### src/rtl/instr_ingress_if.sv
// Processor-side instruction handshake bundle.
// Ports: instr (head word), instr_valid (word available), instr_ready (consumer accepts).
// master = ingress block driving words; slave = processor consuming them.
interface instr_ingress_if #(
   parameter int IW = 11
);
   logic [IW-1:0] instr;
   logic          instr_valid;
   logic          instr_ready;

   modport master (
      output instr,
      output instr_valid,
      input  instr_ready
   );

   modport slave (
      input  instr,
      input  instr_valid,
      output instr_ready
   );
endinterface

### src/rtl/instr_ingress.sv
// Purpose: synchronize host pin words into the core clock and queue them in a small FIFO.
// Latency: strobe first sampled high at edge N -> word written and instr_valid high from edge N+2.
// Backpressure: processor throttles with instr_ready; pushes into a full FIFO are dropped and flagged in sticky overflow.
// Ports: clock, reset_n (async active-low); pin_data/pin_strobe (async host pins);
//   proc (instr/instr_valid/instr_ready handshake); fifo_count, full, overflow status; ovf_clear.
module instr_ingress #(
   parameter int IW    = 11,
   parameter int DEPTH = 4,
   parameter int CW    = $clog2(DEPTH) + 1
) (
   input  logic               clock,
   input  logic               reset_n,
   input  logic [IW-1:0]      pin_data,
   input  logic               pin_strobe,
   instr_ingress_if.master    proc,
   output logic [CW-1:0]      fifo_count,
   output logic               full,
   output logic               overflow,
   input  logic               ovf_clear
);

   localparam int AW = $clog2(DEPTH);

   // Strobe goes through three flops: two for metastability, the third to
   // detect the rising edge. Data needs only two because the host holds it
   // stable around the strobe, so d2 is settled by the time push fires.
   logic          s1, s2, s3;
   logic [IW-1:0] d1, d2;

   always_ff @(posedge clock or negedge reset_n) begin
      if (!reset_n) begin
         s1 <= 1'b0;
         s2 <= 1'b0;
         s3 <= 1'b0;
         d1 <= '0;
         d2 <= '0;
      end else begin
         s1 <= pin_strobe;
         s2 <= s1;
         s3 <= s2;
         d1 <= pin_data;
         d2 <= d1;
      end
   end

   logic push;
   assign push = s2 & ~s3;

   // FIFO storage; count is kept separately from the pointers so full and
   // empty are unambiguous when the pointers are equal.
   logic [IW-1:0] mem [DEPTH];
   logic [AW-1:0] wr_ptr, rd_ptr;

   logic pop, do_push, drop;
   assign full     = (fifo_count == CW'(DEPTH));
   assign pop      = proc.instr_valid & proc.instr_ready;
   // A pop in the same cycle frees the slot, so a push at full still lands.
   assign do_push  = push & (~full | pop);
   assign drop     = push & full & ~pop;

   assign proc.instr_valid = (fifo_count != '0);
   // Gated so the head reads as zero while empty (e.g. straight after reset).
   assign proc.instr       = proc.instr_valid ? mem[rd_ptr] : '0;

   always_ff @(posedge clock or negedge reset_n) begin
      if (!reset_n) begin
         wr_ptr     <= '0;
         rd_ptr     <= '0;
         fifo_count <= '0;
         overflow   <= 1'b0;
         for (int i = 0; i < DEPTH; i++) begin
            mem[i] <= '0;
         end
      end else begin
         if (do_push) begin
            mem[wr_ptr] <= d2;
            wr_ptr      <= wr_ptr + AW'(1);
         end
         if (pop) begin
            rd_ptr <= rd_ptr + AW'(1);
         end
         case ({do_push, pop})
            2'b10:   fifo_count <= fifo_count + CW'(1);
            2'b01:   fifo_count <= fifo_count - CW'(1);
            default: fifo_count <= fifo_count;
         endcase
         // A drop in the same cycle as a clear keeps the flag set.
         if (drop) begin
            overflow <= 1'b1;
         end else if (ovf_clear) begin
            overflow <= 1'b0;
         end
      end
   end

endmodule

### src/flat_wrapper.sv
// flat-port wrapper written by rule: the top's interface ports become plain ports
module instr_ingress_flat 
#(
   parameter int IW    = 11,
   parameter int DEPTH = 4,
   parameter int CW    = $clog2(DEPTH) + 1
)
  (clock, reset_n, pin_data, pin_strobe, fifo_count, full, overflow, ovf_clear, proc_instr, proc_instr_valid, proc_instr_ready);
  instr_ingress_if #(.IW(IW)) proc_i ();
  input  logic clock;
  input  logic reset_n;
  input  logic [IW-1:0] pin_data;
  input  logic pin_strobe;
  output logic [CW-1:0] fifo_count;
  output logic full;
  output logic overflow;
  input  logic ovf_clear;
  output wire logic [$bits(proc_i.instr)-1:0] proc_instr;
  output wire logic [$bits(proc_i.instr_valid)-1:0] proc_instr_valid;
  input wire logic [$bits(proc_i.instr_ready)-1:0] proc_instr_ready;
  assign proc_instr = proc_i.instr;
  assign proc_instr_valid = proc_i.instr_valid;
  assign proc_i.instr_ready = proc_instr_ready;
  instr_ingress #(.IW(IW), .DEPTH(DEPTH), .CW(CW)) u_core (.clock(clock), .reset_n(reset_n), .pin_data(pin_data), .pin_strobe(pin_strobe), .proc(proc_i), .fifo_count(fifo_count), .full(full), .overflow(overflow), .ovf_clear(ovf_clear));
endmodule
### config.mk
export PLATFORM = sky130hd
export DESIGN_NAME = instr_ingress_flat
export DESIGN_NICKNAME = d
export VERILOG_FILES = /design/src/rtl/instr_ingress_if.sv /design/src/rtl/instr_ingress.sv /design/src/flat_wrapper.sv
export SDC_FILE = /design/constraint.sdc
export NUM_CORES = 1
export LEC_CHECK = 0
export CORE_MARGIN = 2
export CORE_UTILIZATION = 50
export DETAILED_ROUTE_END_ITERATION = 8
export PLACE_DENSITY_LB_ADDON = 0.3
export SLEW_MARGIN = 20
export SYNTH_ARGS = -nofsm -noshare
export SYNTH_HDL_FRONTEND = slang
export SYNTH_SLANG_ARGS = --single-unit
export TNS_END_PERCENT = 20
### constraint.sdc
create_clock -name clock -period 4.4 [get_ports clock]
set_clock_uncertainty 0.1 [all_clocks]
set_input_delay 0.88 -clock clock [delete_from_list [all_inputs] [get_ports clock]]
set_output_delay 0.88 -clock clock [all_outputs]
set_load 0.01 [all_outputs]
==> qor.yml, run 1 <==
run_status:
  status: "completed"
worst_setup_path:
  cp-startpoint: "u_core.rd_ptr[0]"
  r2r-end: "u_core.fifo_count[2]"
  crit_path_end_kind: "output pin"
  path_max_fanout: 13
  rr_worst_depth: 8
  critPathKind: "reg -> out"
  rrSetupSlack_ns: 2.04
  critPathArrivalTime_ns: 2.41
  reg2reg_from: "u_core.fifo_count[0]"
  cp-start-kind: "flop"
  critPathCapture: "proc_instr[5]"
  cp.required_ns: 3.42
floorplanning:
  placementRows: 28
  fp.coreArea_mm2: 0.005956
  die_w_um: 82.51
  io_pins: 33
  die-area_mm2: 0.006807
  initial_utilization: 0.5174
  die_h_um: 82.51
synthesis:
  synth_nets: 207
  seq_area_frac_synth: 0.6253
  ys_seq_elements: 77
  synth_area_mm2: 0.003082
  synth_area_per_cell_um2: 16.66
  yosysUniqueCellTypes: 22
  ys_warn_count: 0
  synth_cells: 185
route:
  routedWlPerCell_um: 16.44
  vias: 1565
  drt_iter0_markers: 36
  drc_errors: 0
  drtPass1Iterations: 4
  routed_wl_mm: 4.999
  antenna_left: 0
  viasPerCell: 5.148
clocking:
  cts_resized: 0
  path_clk_slew_ns: 0.07
  cts_made_buffers: 9
  cts_tree: "yes"
  cts_setup_buffers: 0
  clock_latency_ns: 0.34
  cts_buffer_depth: 2
  cts-root-buf: "clkbuf_8"
  holdBufCountCts: 0
  cts-htree-levels: 3
  clock_sinks: 77
timing:
  slew_violations: 0
  setup_viol: 0
  rsz0062_at_grt: "false"
  fmax_mhz: 294.6
  layout_min_cycle_time_ns: 3.394
  fin_crit_sh: 0.7714
  slew_headroom: 0.3798
  finalHoldViolCount: 0
  finalSetupTns_ns: 0
  tightest_slew_ns: 0.9303
grt:
  grt_pass1_vias: 1675
  grt_usage: 0.1736
  grt_remaining_overflow: 0
  antenna_found_initial: 0
  grt_pass1_wl_mm: 8.300
  grt_max_degree: 78
place:
  dp_hpwl_mm: 3.185
  numPortBuffers: 32
  gp_congestion: 0.7129
cells_and_area:
  antenna_cells: 0
  area_growth_pct: 18.96
  nFillCells: 468
  finalNetCount: 247
  final_core_util: 0.6155
  layout_common_cells: "dfrtp_1 (77), mux2_2 (45), clkdlybuf4s50_1 (31)"
  final_common_cell: "dfrtp_1"
  layout-drive-gt1-share: 0.3362
pwr:
  power_mw: 2.676
  vdd_ir_drop_max_mv: 0.3627
  cellPowerDensity_mw_per_mm2: 729.9
  p_leak_nw: 1.573
hold_path:
  hold_class: "reg -> reg"
  min-delay-start: "u_core.s1"
flow_run:
  max-cap-violations: 0
[layer usage]
| metal | vias up | share of wire | track usage |
|---|---|---|---|
| met1 | 814 | 0.44 | 0.2149 |
| met4 | 0 | 0.011 | 0.06393 |
| li1 | 721 | - | - |
| met5 | - | 0 | 0 |
| met3 | 5 | 0.036 | 0.06522 |
| met2 | 25 | 0.51 | 0.2798 |
[cell type report]
cell class                 instances  area (um2)  area share
clock buffer                      11       151.4     0.04130
clock inverter                     4       47.55     0.01297
inverter                           7       26.28    0.007167
multi-input combinational         94        1072      0.2925
sequential                        77        1927      0.5256
tap                               75       93.84     0.02560
timing repair buffer              36       347.8     0.09488
[metrics by stage]
stage / setup WS [ns] / area, um2 / instances / hold slack, ns
floorplan: 1.911 / 3082 / 185 / 0.2312
global placement: 1.258 / 3467 / 289 / 0.2320
detailed placement: 1.251 / 3467 / 289 / 0.2347
CTS: 0.9178 / 3666 / 304 / 0.2525
global route: 0.8027 / 3666 / 304 / 0.2585
finish: 1.006 / 3666 / 304 / 0.2496
[sequential cells by signal, summed over array words and instances (netlist names)]
register	cells
u_core.mem	44
u_core.d1	11
u_core.d2	11
u_core.fifo_count	3
u_core.rd_ptr	2
u_core.wr_ptr	2
u_core.overflow	1
u_core.s1	1
u_core.s2	1
u_core.s3	1
[cell usage after synthesis]
library cell / count / area, um2
buf_1: 1 / 3.750
nor3b_1: 4 / 30.03
a22o_1: 1 / 8.760
buf_4: 2 / 15.01
fa_1: 1 / 20.02
buf_6: 3 / 33.78
clkbuf_1: 1 / 3.750
mux2i_1: 1 / 10.01
mux4_2: 11 / 247.7
or3_1: 1 / 6.260
ha_1: 5 / 62.56
mux2_2: 45 / 506.7
and2_1: 12 / 75.07
dfrtp_1: 77 / 1927
nand2b_1: 1 / 6.260
and3_1: 1 / 6.260
xnor2_1: 3 / 26.28
nor2_1: 3 / 11.26
nand3_1: 1 / 5.000
inv_1: 7 / 26.28
nor4b_4: 1 / 23.77
xor2_1: 3 / 26.28
[cells by family (layout without fill, tap and decap cells)]
kind of cell,Yosys count,in the layout,share of synthesized area
DFF,77,77,0.6253
and+or+nand+nor,24,24,0.05319
adders and majority gates,6,6,0.02680
AOI/OAI and AO/OA,1,1,0.002843
buffers and inverters,14,58,0.02679
muxes,57,57,0.2481
xor gates and xnor gates,6,6,0.01706
[worst min path at each step]
stage                         to  slack, ns  depth (start not counted)
finish                 u_core.s2       0.25                          0
global route        u_core.d2[5]       0.26                          0
CTS                    u_core.s2       0.25                          0
detailed placement     u_core.s2       0.23                          0
global placement    u_core.d2[8]       0.23                          0
floorplan           u_core.d2[0]       0.23                          0
[where the power goes]
part	switching, mW	internal (mW)	total, mW
Combinational	0.327	0.671	0.998
Clock	0.235	0.288	0.523
Sequential	0.196	0.958	1.15
Total	0.758	1.92	2.68
[critical path, stage by stage, from the launching register on]
cell and delay, ns:
dfrtp_1 0.84, mux4_2 0.58, and2_1 0.17, clkdlybuf4s50_1 0.48
(Power assumes the default switching activity.)
==> run 2: changes to the inputs <==
==> constraint.sdc (replaced) <==
create_clock -name clock -period 3.5 [get_ports clock]
set_clock_uncertainty 0.1 [all_clocks]
set_input_delay 0.7 -clock clock [delete_from_list [all_inputs] [get_ports clock]]
set_output_delay 0.7 -clock clock [all_outputs]
set_load 0.01 [all_outputs]
==> qor.yml, run 2 (same netlist as run 1, synthesis figures left out) <==
clocking:
  cts_made_buffers: 9
  cts_buffer_depth: 2
  clock_sinks: 77
  cts-root-buf: "clkbuf_8"
  cts_resized: 0
  cts_setup_buffers: 0
  path_clk_slew_ns: 0.08
  holdBufCountCts: 0
  clock_latency_ns: 0.35
  cts_tree: "yes"
  cts-htree-levels: 3
timing:
  tightest_slew_ns: 0.9368
  layout_min_cycle_time_ns: 2.961
  slew_violations: 0
  slew_headroom: 0.3755
  fin_crit_sh: 0.8461
  rsz0062_at_grt: "false"
  setup_viol: 0
  finalSetupTns_ns: 0
  fmax_mhz: 337.7
  finalHoldViolCount: 0
route:
  drc_errors: 0
  drtPass1Iterations: 4
  routed_wl_mm: 4.948
  vias: 1627
  routedWlPerCell_um: 16.06
  viasPerCell: 5.282
  drt_iter0_markers: 87
  antenna_left: 0
pwr:
  p_sw_frac: 0.2743
  cellPowerDensity_mw_per_mm2: 941.4
  intPower_mw: 2.554
  clock_power_share: 0.229
  switchingPower_mw: 0.9655
  vdd_ir_drop_max_mv: 0.6521
  comb_power_share: 0.370
  power_frac_seq: 0.401
  p_leak_nw: 1.611
worst_setup_path:
  rr_worst_depth: 8
  critPathKind: "reg -> out"
  critPathArrivalTime_ns: 2.16
  rrSetupSlack_ns: 1.12
  cp_slowest_stage_delay_ns: 0.54
  critPathSlowestCell: "mux4_2"
  cp-start-kind: "flop"
  crit_path_end_kind: "output pin"
  cp_cell_sequence: "buf_4, mux4_2, and2_1, clkdlybuf4s50_1"
  cp.required_ns: 2.70
  path_max_fanout: 13
floorplanning:
  die_h_um: 82.51
  placementRows: 28
  die_w_um: 82.51
  initial_utilization: 0.5174
  die-area_mm2: 0.006807
  fp.coreArea_mm2: 0.005956
  io_pins: 33
cells_and_area:
  finalNetCount: 250
  reg_top3: "u_core.mem x44, u_core.d1 x11, u_core.d2 x11"
  antenna_cells: 0
  largest_reg_flops: 44
  layout-drive-gt1-share: 0.3433
  area_growth_pct: 21.32
  top_register: "u_core.mem"
  final_core_util: 0.6277
  layout_common_cells: "dfrtp_1 (77), mux2_2 (45), clkdlybuf4s50_1 (31)"
  final_common_cell: "dfrtp_1"
grt:
  use_met3: 0.07391
  grt_pass1_vias: 1714
  grt_pass1_wl_mm: 8.342
  grt_max_degree: 78
  met2_usage: 0.2806
  antenna_found_initial: 0
  grtUsageMet1: 0.2178
  busiest_layer: "met2"
  grt_remaining_overflow: 0
  grt_usage: 0.1759
hold_path:
  hold_class: "reg -> reg"
  worst_hold_path.num_cells: 0
place:
  dp_hpwl_mm: 3.157
  numPortBuffers: 32
  gp_congestion: 0.7154
flow_run:
  max-cap-violations: 0
run_status:
  status: "completed"
==> run 2: worst paths after layout <==
kind / start / end
setup / recovery: u_core.rd_ptr[0] / proc_instr[10]
max in group asynchronous: reset_n / u_core.mem[39]
hold / removal: u_core.d1[1] / u_core.d2[1]
hold reg to reg: u_core.d1[1] / u_core.d2[1]
min in group asynchronous: reset_n / u_core.mem[37]
setup reg to reg: u_core.fifo_count[0] / u_core.fifo_count[2]
==> run 2: layout make-up <==
class                      count  area [um2]
fill                         461        2217
multi-input combinational     94        1072
sequential                    77        1927
timing repair buffer          39       370.4
clock buffer                  11       141.4
tap                           75       93.84
clock inverter                 5       107.6
inverter                       7       26.28
==> run 2: power groups by stage <==
stage | registers [mW] | logic, mW | clock network [mW]
after global placement | 1.41 | 1.30 | 0
after CTS | 1.41 | 1.33 | 0.830
after floorplan | 1.36 | 0.872 | 0
after global routing | 1.45 | 1.43 | 0.872
final | 1.41 | 1.30 | 0.807
after detailed placement | 1.43 | 1.32 | 0
==> run 2: per-stage QoR <==
stage	setup WS (ns)	total power, mW	hold slack (ns)	instance area (um2)	cells
after floorplan	1.191	2.233	0.2312	3082	185
after global routing	0.4299	3.753	0.2501	3739	308
after detailed placement	0.5528	2.752	0.2347	3490	292
after CTS	0.5041	3.569	0.2484	3739	308
after global placement	0.5938	2.718	0.2318	3490	292
final	0.5386	3.520	0.2477	3739	308
==> run 2: worst max-delay path, delay by kind of cell (launching register included) <==
| family | cells | cell delay, ns |
|---|---|---|
| flip-flops | 1 | 0.33 |
| buffers and inverters | 2 | 0.75 |
| multiplexers | 1 | 0.54 |
| AND/OR/NAND/NOR | 1 | 0.18 |
==> run 2: routing by layer <==
| layer | routed length [um] | vias to the layer above |
|---|---|---|
| met1 | 2144 | 853 |
| li1 | - | 733 |
| met5 | 0 | - |
| met2 | 2457 | 33 |
| met3 | 271 | 8 |
| met4 | 74 | 0 |
==> run 3: changes to the inputs <==
==> constraint.sdc (replaced) <==
create_clock -name clock -period 2.93 [get_ports clock]
set_clock_uncertainty 0.1 [all_clocks]
set_input_delay 0.586 -clock clock [delete_from_list [all_inputs] [get_ports clock]]
set_output_delay 0.586 -clock clock [all_outputs]
set_load 0.01 [all_outputs]
==> qor.yml, run 3 (same netlist as run 1, synthesis figures left out) <==
run_status:
  status: "completed"
timing:
  layout_min_cycle_time_ns: 2.793
  slew_violations: 0
  slew_headroom: 0.3822
  holdWs_ns: 0.2476
  finalWorstSetupSlack_ns: 0.1371
  fmax_mhz: 358.1
  setup_viol: 0
  finalHoldViolCount: 0
  fin_crit_sh: 0.9532
  tightest_slew_ns: 0.9267
  finalSetupTns_ns: 0
  rsz0062_at_grt: "false"
cells_and_area:
  layout-drive-gt1-share: 0.3362
  multi_input_area_mm2: 0.001077
  final_common_cell: "dfrtp_1"
  regArea_mm2: 0.001927
  top_register: "u_core.mem"
  reg_top3: "u_core.mem x44, u_core.d1 x11, u_core.d2 x11"
  layout_common_cells: "dfrtp_1 (77), mux2_2 (45), clkdlybuf4s50_1 (31)"
  area_growth_pct: 18.80
  antenna_cells: 0
  nFillCells: 456
  finalNetCount: 249
  largest_reg_flops: 44
grt:
  grt_pass1_wl_mm: 8.238
  grt_pass1_vias: 1657
  antenna_found_initial: 0
  grt_remaining_overflow: 0
  grt_max_degree: 78
  grt_usage: 0.1708
worst_setup_path:
  cp-start-kind: "flop"
  cp_slowest_stage_delay_ns: 0.52
  path_buf_inv: 2
  crit_path_end_kind: "output pin"
  path_max_fanout: 13
  critPathKind: "reg -> out"
  cp.required_ns: 2.24
  critPathSlowestCell: "mux4_2"
  cp_cell_sequence: "buf_6, mux4_2, and2_1, clkdlybuf4s50_1"
  critPathArrivalTime_ns: 2.11
  crit_family: "buffers and inverters"
floorplanning:
  die_w_um: 82.51
  fp.coreArea_mm2: 0.005956
  placementRows: 28
  die_h_um: 82.51
  initial_utilization: 0.5174
  io_pins: 33
  die-area_mm2: 0.006807
clocking:
  path_clk_slew_ns: 0.08
  clock_latency_ns: 0.34
  cts_buffer_depth: 2
  cts-root-buf: "clkbuf_8"
  cts_made_buffers: 9
  cts_resized: 0
  cts-htree-levels: 3
  clock_sinks: 77
  cts_setup_buffers: 0
  cts_tree: "yes"
  holdBufCountCts: 0
pwr:
  intPower_mw: 2.805
  clock_power_share: 0.175
  cellPowerDensity_mw_per_mm2: 1083
  power_frac_seq: 0.417
  p_leak_nw: 1.568
  switchingPower_mw: 1.158
  p_sw_frac: 0.2922
  vdd_ir_drop_max_mv: 0.6809
  comb_power_share: 0.408
route:
  drc_errors: 0
  routedWlPerCell_um: 16.12
  drtPass1Iterations: 4
  viasPerCell: 5.228
  routed_wl_mm: 4.950
  antenna_left: 0
  vias: 1605
  drt_iter0_markers: 55
place:
  dp_hpwl_mm: 3.035
  place_ws_ns: 0.1018
  numPortBuffers: 32
  gp_congestion: 0.7526
flow_run:
  max-cap-violations: 0
hold_path:
  hold_class: "reg -> reg"
## run 3: worst register-to-register path: stages, from the launching register on
cell and delay, ns:
dfrtp_1 0.45, nor4b_4 0.39, nor2_1 0.15, inv_1 0.08
ha_1 0.17, inv_1 0.06, fa_1 0.37, xor2_1 0.15
nor2_1 0.11, xor2_1 0.14
## run 3: final timing paths
check | startpoint | end | slack, ns | cells past startpoint
setup / recovery | u_core.rd_ptr[0] | proc_instr[10] | 0.14 | 4
hold / removal | u_core.d1[1] | u_core.d2[1] | 0.25 | 0
setup reg to reg | u_core.fifo_count[1] | u_core.fifo_count[2] | 0.70 | 9
hold reg to reg | u_core.d1[1] | u_core.d2[1] | 0.25 | 0
max in group asynchronous | reset_n | u_core.fifo_count[0] | 1.85 | 1
min in group asynchronous | reset_n | u_core.mem[37] | 0.28 | 1
## run 3: through the flow
| stage | cell area [um2] | util | total power [mW] | std cells |
|---|---|---|---|---|
| 6_report | 3661 | 0.6147 | 3.964 | 307 |
| 5_1_grt | 3661 | 0.6147 | 4.231 | 307 |
| 4_1_cts | 3652 | 0.6132 | 3.997 | 307 |
| 3_5_place_dp | 3482 | 0.5847 | 3.296 | 291 |
| 3_3_place_gp | 3482 | 0.5847 | 3.250 | 291 |
| 2_1_floorplan | 3082 | - | 2.667 | 185 |
## run 3: power by group through the flow
stage               Sequential [mW]  Clock, mW  Combinational [mW]
CTS                            1.65      0.708                1.64
floorplan                      1.63          0                1.04
finish                         1.65      0.693                1.62
global route                   1.70      0.765                1.77
detailed placement             1.67          0                1.63
global placement               1.65          0                1.60
## run 3: layout make-up
type                       instances  area share
clock buffer                      13     0.04067
clock inverter                     3    0.005810
inverter                           7    0.007177
multi-input combinational         94      0.2943
sequential                        77      0.5263
tap                               75     0.02563
timing repair buffer              38      0.1001
## run 3: per-layer routing
layer	vias to the layer above	part of all wire	wire, um	track usage
li1	730	-	-	-
met1	833	0.46	2279	0.2254
met2	31	0.48	2380	0.2661
met3	11	0.043	215	0.05870
met4	0	0.015	75	0.05902
met5	-	0	0	0
